[config.mk]
export PLATFORM = sky130hd
export DESIGN_NAME = imem_arbiter
export DESIGN_NICKNAME = d
export VERILOG_FILES = /design/src/rtl/imem_arbiter.sv
export SDC_FILE = /design/constraint.sdc
export NUM_CORES = 1
export LEC_CHECK = 0
export BUFFER_PORTS_ARGS = -buffer_cell sky130_fd_sc_hd__buf_2
export CELL_PAD_IN_SITES_DETAIL_PLACEMENT = 1
export CELL_PAD_IN_SITES_GLOBAL_PLACEMENT = 1
export CORE_MARGIN = 2
export CORE_UTILIZATION = 27
export DETAILED_ROUTE_END_ITERATION = 8
export PLACE_DENSITY_LB_ADDON = 0.1
export SLEW_MARGIN = 20
export SYNTH_ARGS = -nofsm -noshare
export SYNTH_HDL_FRONTEND = slang
export SYNTH_SLANG_ARGS = --single-unit
[constraint.sdc]
create_clock -name clk -period 2.3 [get_ports clk]
set_input_delay 0 -clock clk [delete_from_list [all_inputs] [get_ports clk]]
set_output_delay 0 -clock clk [all_outputs]
set_load 0.02 [all_outputs]
[src/rtl/imem_arbiter.sv]
// rtl/imem_arbiter.sv - two-requester arbiter for the InstructionMem read port
module imem_arbiter #(
   parameter int ADDR_W     = 32,
   parameter int MEM_WORDS  = 1024,
   parameter int STARVE_MAX = 4
) (
   input  logic              clk,
   input  logic              reset,
   input  logic              io_f_req_valid,
   output logic              io_f_req_ready,
   input  logic [ADDR_W-1:0] io_f_req_addr,
   output logic              io_f_resp_valid,
   input  logic              io_f_resp_ready,
   output logic [31:0]       io_f_resp_data,
   output logic              io_f_resp_err,
   input  logic              io_d_req_valid,
   output logic              io_d_req_ready,
   input  logic [ADDR_W-1:0] io_d_req_addr,
   output logic              io_d_resp_valid,
   input  logic              io_d_resp_ready,
   output logic [31:0]       io_d_resp_data,
   output logic              io_d_resp_err,
   output logic [ADDR_W-1:0] io_mem_addr,
   input  logic [31:0]       io_mem_data
);

   localparam int SW = $clog2(STARVE_MAX + 1);

   typedef enum logic [1:0] {
      OWN_NONE = 2'd0,
      OWN_F    = 2'd1,
      OWN_D    = 2'd2
   } owner_e;

   owner_e            owner_q, owner_d;
   logic [ADDR_W-1:0] addr_q, addr_d;
   logic              err_q, err_d;
   logic [SW-1:0]     starve_q, starve_d;

   logic              f_owns, d_owns;
   logic              slot_free;
   logic              grant_f, grant_d;
   logic              f_acc, d_acc;
   logic [ADDR_W-1:0] gnt_addr;
   logic              gnt_misaligned, gnt_out_of_range;

   // Slot occupancy, priority grant and accept qualification
   always_comb begin
      f_owns    = (owner_q == OWN_F);
      d_owns    = (owner_q == OWN_D);
      // The slot frees in the same cycle the current response is consumed,
      // so a new request can issue back-to-back. Nothing is accepted in reset.
      slot_free = !reset &&
                  ((owner_q == OWN_NONE) ||
                   (f_owns && io_f_resp_ready) ||
                   (d_owns && io_d_resp_ready));
      // Debug normally wins a tie; fetch wins once it has been denied long enough
      grant_f   = io_f_req_valid &&
                  (!io_d_req_valid || (starve_q == SW'(STARVE_MAX)));
      grant_d   = io_d_req_valid && !grant_f;
      f_acc     = slot_free && grant_f;
      d_acc     = slot_free && grant_d;
      gnt_addr  = grant_f ? io_f_req_addr : io_d_req_addr;
      gnt_misaligned   = |gnt_addr[1:0];
      gnt_out_of_range = ({2'b00, gnt_addr[ADDR_W-1:2]} >= ADDR_W'(MEM_WORDS));
   end

   // Next-state for owner, registered address, error flag and starvation count
   always_comb begin
      owner_d  = owner_q;
      addr_d   = addr_q;
      err_d    = err_q;
      starve_d = starve_q;

      if (f_acc || d_acc) begin
         owner_d = f_acc ? OWN_F : OWN_D;
         addr_d  = gnt_addr;
         err_d   = gnt_misaligned || gnt_out_of_range;
      end else if (slot_free) begin
         owner_d = OWN_NONE;
      end

      if (f_acc || !io_f_req_valid) begin
         starve_d = '0;
      end else if (slot_free && (starve_q != SW'(STARVE_MAX))) begin
         starve_d = starve_q + SW'(1);
      end
   end

   // State registers with asynchronous reset
   always_ff @(posedge clk or posedge reset) begin
      if (reset) begin
         owner_q  <= OWN_NONE;
         addr_q   <= '0;
         err_q    <= 1'b0;
         starve_q <= '0;
      end else begin
         owner_q  <= owner_d;
         addr_q   <= addr_d;
         err_q    <= err_d;
         starve_q <= starve_d;
      end
   end

   // Response and handshake outputs; errored accesses return zero data
   always_comb begin
      io_mem_addr     = addr_q;
      io_f_req_ready  = f_acc;
      io_d_req_ready  = d_acc;
      io_f_resp_valid = f_owns;
      io_d_resp_valid = d_owns;
      io_f_resp_data  = err_q ? 32'd0 : io_mem_data;
      io_d_resp_data  = err_q ? 32'd0 : io_mem_data;
      io_f_resp_err   = err_q;
      io_d_resp_err   = err_q;
   end

endmodule
======== Yosys cells after proc, flatten, opt, wreduce, memory -nomap -nowiden ========
Index checks and enable logic that the tools add are counted.
cells by class
  add/sub/neg operators ................... 1
  eq/ne operators ......................... 4
  $lt $le $gt $ge ......................... 1
  multiplexer cells ....................... 7
  reduce and logical (&&, ||, !) cells .... 22
operator list
  operator              number
  $mux 32               2
  $ge 30x11->1 const B  1
  $logic_and 1x1->1     8
  $logic_or 1x1->1      6
  $mux 2                3
  $mux 3                2
  $logic_not 1->1       4
  $reduce_bool 2->1     2
  $add 3x1->3 const B   1
  $eq 3x3->1 const B    1
  $ne 3x3->1 const B    1
  $eq 2x1->1 const B    1
  $eq 2x2->1 const B    1
  $logic_not 2->1       1
  $reduce_or 2->1       1
storage, ports and cells
  logic and storage cells ................. 39
  output and inout bits ................... 102
  bits of input ports ..................... 102
  register bits ........................... 38

======== Logic depth before layout (Yosys ltp) ========
Gate-level depths: netlist of the first run.
  depth after elaboration ................. 8
  gate-level depth with buffers ........... 7
  depth with buffers taken out ............ 6

======== Least setup slack after synthesis of the first run ========
OpenSTA, ideal clock, no wires.
  path kind ............................... register to register
  start ................................... register starve_q[0]
  end ..................................... register addr_q[24] (netlist: io_mem_addr[24])
  clock period less this slack ............ 1806 ps
  path buffers ............................ 1
  library setup time ...................... 125 ps
  data arrival time ....................... 1681 ps
  stages on the path, launching flop included .. 8
  setup slack ............................. 494 ps
  path through ............................ dfrtp_1 -> inv_1 -> ha_1 -> a21bo_1 -> nand2_1 -> buf_2 -> mux2_2 -> mux2_2
on the way
  cells in the longest elaborated chain, start to end .. 7
  elaborated cells on any way between the ends .. 9
  classes of those cells .................. 1 x eq/ne; 1 x mux; 7 x reduce/logical
ends and longest elaborated chain
  element                 line  source
  start, declared         38    logic [SW-1:0] starve_q, starve_d;
  start signal, assigned  101   starve_q <= starve_d;
  $eq 3x3->1 *            59    (!io_d_req_valid || (starve_q == SW'(STARVE_MAX)));
  $logic_or 1x1->1 *      59
  $logic_and 1x1->1 *     58    grant_f = io_f_req_valid &&
  $logic_not 1->1         60    grant_d = io_d_req_valid && !grant_f;
  $logic_and 1x1->1       60
  $logic_and 1x1->1       62    d_acc = slot_free && grant_d;
  $logic_or 1x1->1        75    if (f_acc || d_acc) begin
  end signal, assigned    99    addr_q <= addr_d;
  end, declared           36    logic [ADDR_W-1:0] addr_q, addr_d;
Every way passes the cells marked *; elsewhere a longest branch is shown, timed or not.
A chain may end at the register's enable or synchronous reset.

======== Worst setup path in the final report of the first run ========
  start ................................... register starve_q[0]
  end ..................................... register addr_q[29] (netlist: io_mem_addr[29])
Same word-level chain as after synthesis.

==> results.toml, run 1 <==
[outcome]
status = "complete, no violations"

[timing]
min_period_ns = 1.94
setup_tns_ns = 0
report.final.hold_viol_count = 0
fmax_mhz = 516
slew_headroom_pct = 66.9
whs_ns = 0.0248
fin_worst_skew_ns = 0.0144
final-max-slew-violation-count = 0
max_slew.worst_pin.slew_ns = 0.497
finalSetupViolCount = 0
fin_crit_sh_pct = 84.3
rsz0062_at_grt = "no"

[drt]
drc_errors = 0
finalWirelength_um = 7600
ant_nets = 0
via_count = 2370
drt_iter0_drc = 57
dr.pass1.iters = 5
wl_per_cell_um = 14.6
viasPerCell = 4.57

[logic_synthesis]
synth.yosys.warnings = 0
yosysSeqAreaShare_pct = 37.8
synth_seq_cells = 38
syn_nets = 338
syn_area_um2 = 2510
synthCells = 234
synth_area_leaders = "dfrtp_1 38%, mux2_2 27%, buf_4 9.9%"
synth_top_area_cell = "dfrtp_1"
synth_top_area_share_pct = 37.8
synth_cell_types = 33
synth.avg_cell_area_um2 = 10.7

[power_and_ir_drop]
ir_worst_vdd_uv = 231
cellInternalPower_mw = 1.07
share_comb_of_total_power_pct = 23.3
sw_frac_of_total_pct = 28.4
leakage_nw = 1.97
seqPwrFrac_pct = 44.6
powerDensity_nw_per_um2 = 423
power_frac_clock_pct = 32.1
power_switching_mw = 0.426

[critical_path]
cp-end-kind = "register"
worst_ep_required_time_ns = 2.47
worstPathArrival_ns = 2.10
path_class = "reg2reg"
worstPathMaxFanout = 31
crit_path_start_kind = "register"

[clock_tree]
clk_pin_slew_worst_paths_ns = 0.08
cts_tree = "done"
numCtsBuffers = 5
clk_latency_ns = 0.29
htree_levels = 2
clk_root_buffer_cell = "clkbuf_8"
cts_num_sinks = 38
cts_resized = 0
clockBufferDepth = 2

[job]
cap_violations = 0

[layout]
layout_commonest_cell = "buf_2"
drive_gt1_share_pct = 68.9
final.fill_count = 1111
num_antenna_cells = 0
nNetsFinal = 511
synthToLayoutAreaGrowth_pct = 40.8
fin_area_um2 = 3540
layout_common_cells = "203 x buf_2, 61 x mux2_2, 38 x dfrtp_1"

[placed_design]
dp_hpwl_um = 6180
port_buffers = 203
placedInstanceArea_um2 = 3420
globalplace.congestion = 0.713

[floorplanning]
top_level_ports = 204
coreArea_um2 = 9150
row_count = 35
die_h_um = 100
start_util_pct = 27.5
die-area_um2 = 10100
die-width_um = 100

[global_routing]
track_usage_pct = 14.5
grt_pass1_vias = 2251
grt_max_degree = 39
antenna_found_initial = 0
grt_pass1_wl_um = 11500
grt_overflow = 0

[min_path]
min_path_type = "in2reg"
## registers in the layout (all words and copies together), names as in the netlist
register       count
owner_q            2
io_d_resp_err      1
starve_q           3
io_mem_addr       32
## Yosys cell counts, drive strengths merged
library cell	number
ha	2
inv	6
clkbuf	5
a22oi	1
dfrtp	38
a21bo	1
o2bb2ai	1
o31ai	2
nor2	6
or3	1
o22ai	1
buf	40
a21boi	2
or4	1
nand2b	1
nor4	10
and2	2
nor2b	32
nand4	2
or4b	1
nand3	1
o32a	1
o21ai	2
nor3	5
mux2	64
o21bai	1
nand2	5
## worst paths after layout
| check | from | endpoint | slack [ns] | cells past startpoint |
|---|---|---|---|---|
| min | io_f_req_valid | starve_q[2] | 0.02 | 3 |
| max | starve_q[0] | io_mem_addr[29] | 0.36 | 7 |
| max reg2reg | starve_q[0] | io_mem_addr[29] | 0.36 | 7 |
| max in group asynchronous | reset | io_mem_addr[30] | 1.41 | 4 |
| min in group asynchronous | reset | starve_q[0] | 0.52 | 4 |
| min reg2reg | io_mem_addr[4] | io_mem_addr[4] | 0.50 | 1 |
## timing repair
action / in CTS / in global routing
hold buffers: 2 / 0
buffers inserted: 0 / 0
hold endpoints to repair: 39 / 0
## cell type report
class,instances,area [µm²],share of cell area (%)
timing repair buffer,211,1090,30.9
sequential,38,951,26.9
tap,111,139,3.92
multi-input combinational,145,1240,35.0
clock inverter,2,12.5,0.353
inverter,6,22.5,0.636
clock buffer,6,82.6,2.33
## stage by stage
step	util, %	setup slack (ns)	power (mW)	instances
2_1_floorplan	-	0.494	0.905	234
3_3_place_gp	37.4	0.414	1.03	509
3_5_place_dp	37.4	0.386	1.03	509
4_1_cts	38.7	0.355	1.53	519
5_1_grt	38.7	0.249	1.58	519
6_report	38.7	0.361	1.50	519
## per-layer routing
layer / wire length (µm) / global-route usage [%] / up-vias
met4: 36 / 3.48 / 0
met1: 2960 / 16.2 / 1129
met5: 0 / 0 / -
met2: 3980 / 27.2 / 112
li1: - / - / 1127
met3: 622 / 4.23 / 2
## kinds of logic after synthesis
kind of cell	share of synthesized area [%]
compound gates	3.58
fa+ha+maj	0.995
buf+inv	13.1
flops	37.8
mux	28.7
simple gates	15.8
## critical path: stages, from the launching register on
cell	delay [ns]
dfrtp_1	0.39
inv_1	0.06
ha_1	0.21
a21bo_1	0.21
nand2_1	0.11
buf_12	0.22
mux2_2	0.36
mux2_2	0.26
## power by group through the flow
stage	sequential, mW	clock [mW]	combinational, mW
detailed placement	0.681	0	0.352
global placement	0.681	0	0.351
CTS	0.667	0.507	0.356
floorplan	0.681	0	0.224
global route	0.667	0.536	0.380
finish	0.667	0.481	0.350
Power figures use the tool's default switching activity.
==> run 2, diff against run 1 <==
==> constraint.sdc (replaced) <==
create_clock -name clk -period 1.9 [get_ports clk]
set_input_delay 0 -clock clk [delete_from_list [all_inputs] [get_ports clk]]
set_output_delay 0 -clock clk [all_outputs]
set_load 0.02 [all_outputs]
==> results.toml, run 2 (same netlist as run 1, synthesis figures left out) <==
[drt]
dr.pass1.iters = 4
ant_nets = 0
finalWirelength_um = 7920
viasPerCell = 4.55
via_count = 2375
drc_errors = 0
wl_per_cell_um = 15.2
drt_iter0_drc = 45

[clock_tree]
clk_latency_ns = 0.29
clk_root_buffer_cell = "clkbuf_8"
htree_levels = 2
cts_tree = "done"
clk_pin_slew_worst_paths_ns = 0.07
numCtsBuffers = 5
cts_num_sinks = 38
clockBufferDepth = 2

[outcome]
status = "complete, no violations"

[critical_path]
cp.buffers_inverters = 2
cp-end-kind = "register"
worst_ep_required_time_ns = 2.07
crit_path_cell_trace = "inv_1 -> ha_1 -> a21bo_1 -> nand2_4 -> clkbuf_16 -> mux2_2 -> mux2_2"
slowest_delay_ns = 0.35
cp_top_family = "multiplexers"
worstRegToRegCells = 7
worstPathMaxFanout = 12
critical_path.slowest_cell = "dfrtp_1"
crit_path_frequent_cell = "mux2_2"
worstPathArrival_ns = 2.01
reg2reg_to = "io_mem_addr[0]"
crit_path_start_kind = "register"
rr_startpoint = "starve_q[0]"
worstSetupStartpoint = "starve_q[0]"
ff2ff_setup_slack_ns = 0.06
path_class = "reg2reg"

[layout]
nNetsFinal = 514
num_antenna_cells = 0
largest_reg_flops = 32
drive_gt1_share_pct = 70.1
utilization_pct = 39.5
layout_commonest_cell = "buf_2"
synthToLayoutAreaGrowth_pct = 43.7
layout_common_cells = "203 x buf_2, 61 x mux2_2, 38 x dfrtp_1"

[power_and_ir_drop]
power_frac_clock_pct = 31.4
leakage_nw = 2.01
total_power_mw = 1.81
share_comb_of_total_power_pct = 24.0
ir_worst_vdd_uv = 228
cellInternalPower_mw = 1.31
sw_frac_of_total_pct = 28.1
seqPwrFrac_pct = 44.5
powerDensity_nw_per_um2 = 502
power_switching_mw = 0.509

[placed_design]
globalplace.congestion = 0.741
dp_hpwl_um = 6430
port_buffers = 203

[timing]
fin_worst_skew_ns = 0.00696
final-max-slew-violation-count = 0
report.final.hold_viol_count = 0
slew_headroom_pct = 65.8
fin_crit_sh_pct = 96.6
max_slew.worst_pin.slew_ns = 0.513
finalSetupViolCount = 0
min_period_ns = 1.84
fmax_mhz = 545

[global_routing]
grt_max_degree = 39
grt_pass1_wl_um = 11900
grt_overflow = 0
antenna_found_initial = 0
grt_pass1_vias = 2351
track_usage_pct = 14.9

[min_path]
hold_end = "owner_q[1]"
hold_depth = 2
hold_start = "io_d_req_valid"
min_path_type = "in2reg"

[floorplanning]
coreArea_um2 = 9150
die_h_um = 100
row_count = 35
die-area_um2 = 10100
start_util_pct = 27.5
die-width_um = 100
top_level_ports = 204

[job]
cap_violations = 0
[run 2: stage by stage]
step,worst slack [ns],instance area (µm²),TNS [ns],hold WS [ns],instances
2_1_floorplan,0.0941,2510,0,0.124,234
3_3_place_gp,0.0727,3450,0,0.295,511
3_5_place_dp,0.0281,3450,0,0.297,511
4_1_cts,0.0203,3550,0,0.00585,520
5_1_grt,-0.00276,3610,-0.00430,0.0222,522
6_report,0.0643,3610,0,0.0122,522
[run 2: timing repair]
item	CTS	global route
hold endpoints to repair	38	0
setup buffers	0	1
gates resized for setup	0	6
setup endpoints to repair	0	31
hold buffers	1	0
[run 2: how the worst max path moves through the flow]
stage | endpoint | cells after the start | slack [ns]
global placement | io_mem_addr[19] | 7 | 0.07
CTS | io_mem_addr[31] | 7 | 0.02
finish | io_mem_addr[0] | 7 | 0.06
global route | io_mem_addr[9] | 7 | -0.003
detailed placement | io_mem_addr[0] | 7 | 0.03
floorplan | io_mem_addr[24] | 7 | 0.09
[run 2: power by group through the flow]
stage	Sequential [mW]	Clock, mW	Combinational [mW]
2_1_floorplan	0.824	0	0.271
3_3_place_gp	0.824	0	0.426
3_5_place_dp	0.824	0	0.429
4_1_cts	0.808	0.604	0.432
5_1_grt	0.808	0.635	0.473
6_report	0.808	0.570	0.436
[run 2: cell type report]
type	count	area [µm²]
Fill cell	1097	5540
Multi-Input combinational cell	145	1260
Timing Repair Buffer	214	1150
Sequential cell	38	951
Tap cell	111	139
Clock buffer	7	86.3
Inverter	6	22.5
Clock inverter	1	5.00
[run 2: metal layers]
metal  share of wire (%)  up-vias  GRT usage (%)  wire (µm)
met1                  39     1125           16.9       3080
met4                0.88        0           4.11         70
met2                  52      114           27.6       4120
met5                   0        -              0          0
li1                    -     1131              -          -
met3                 8.2        5           3.74        650
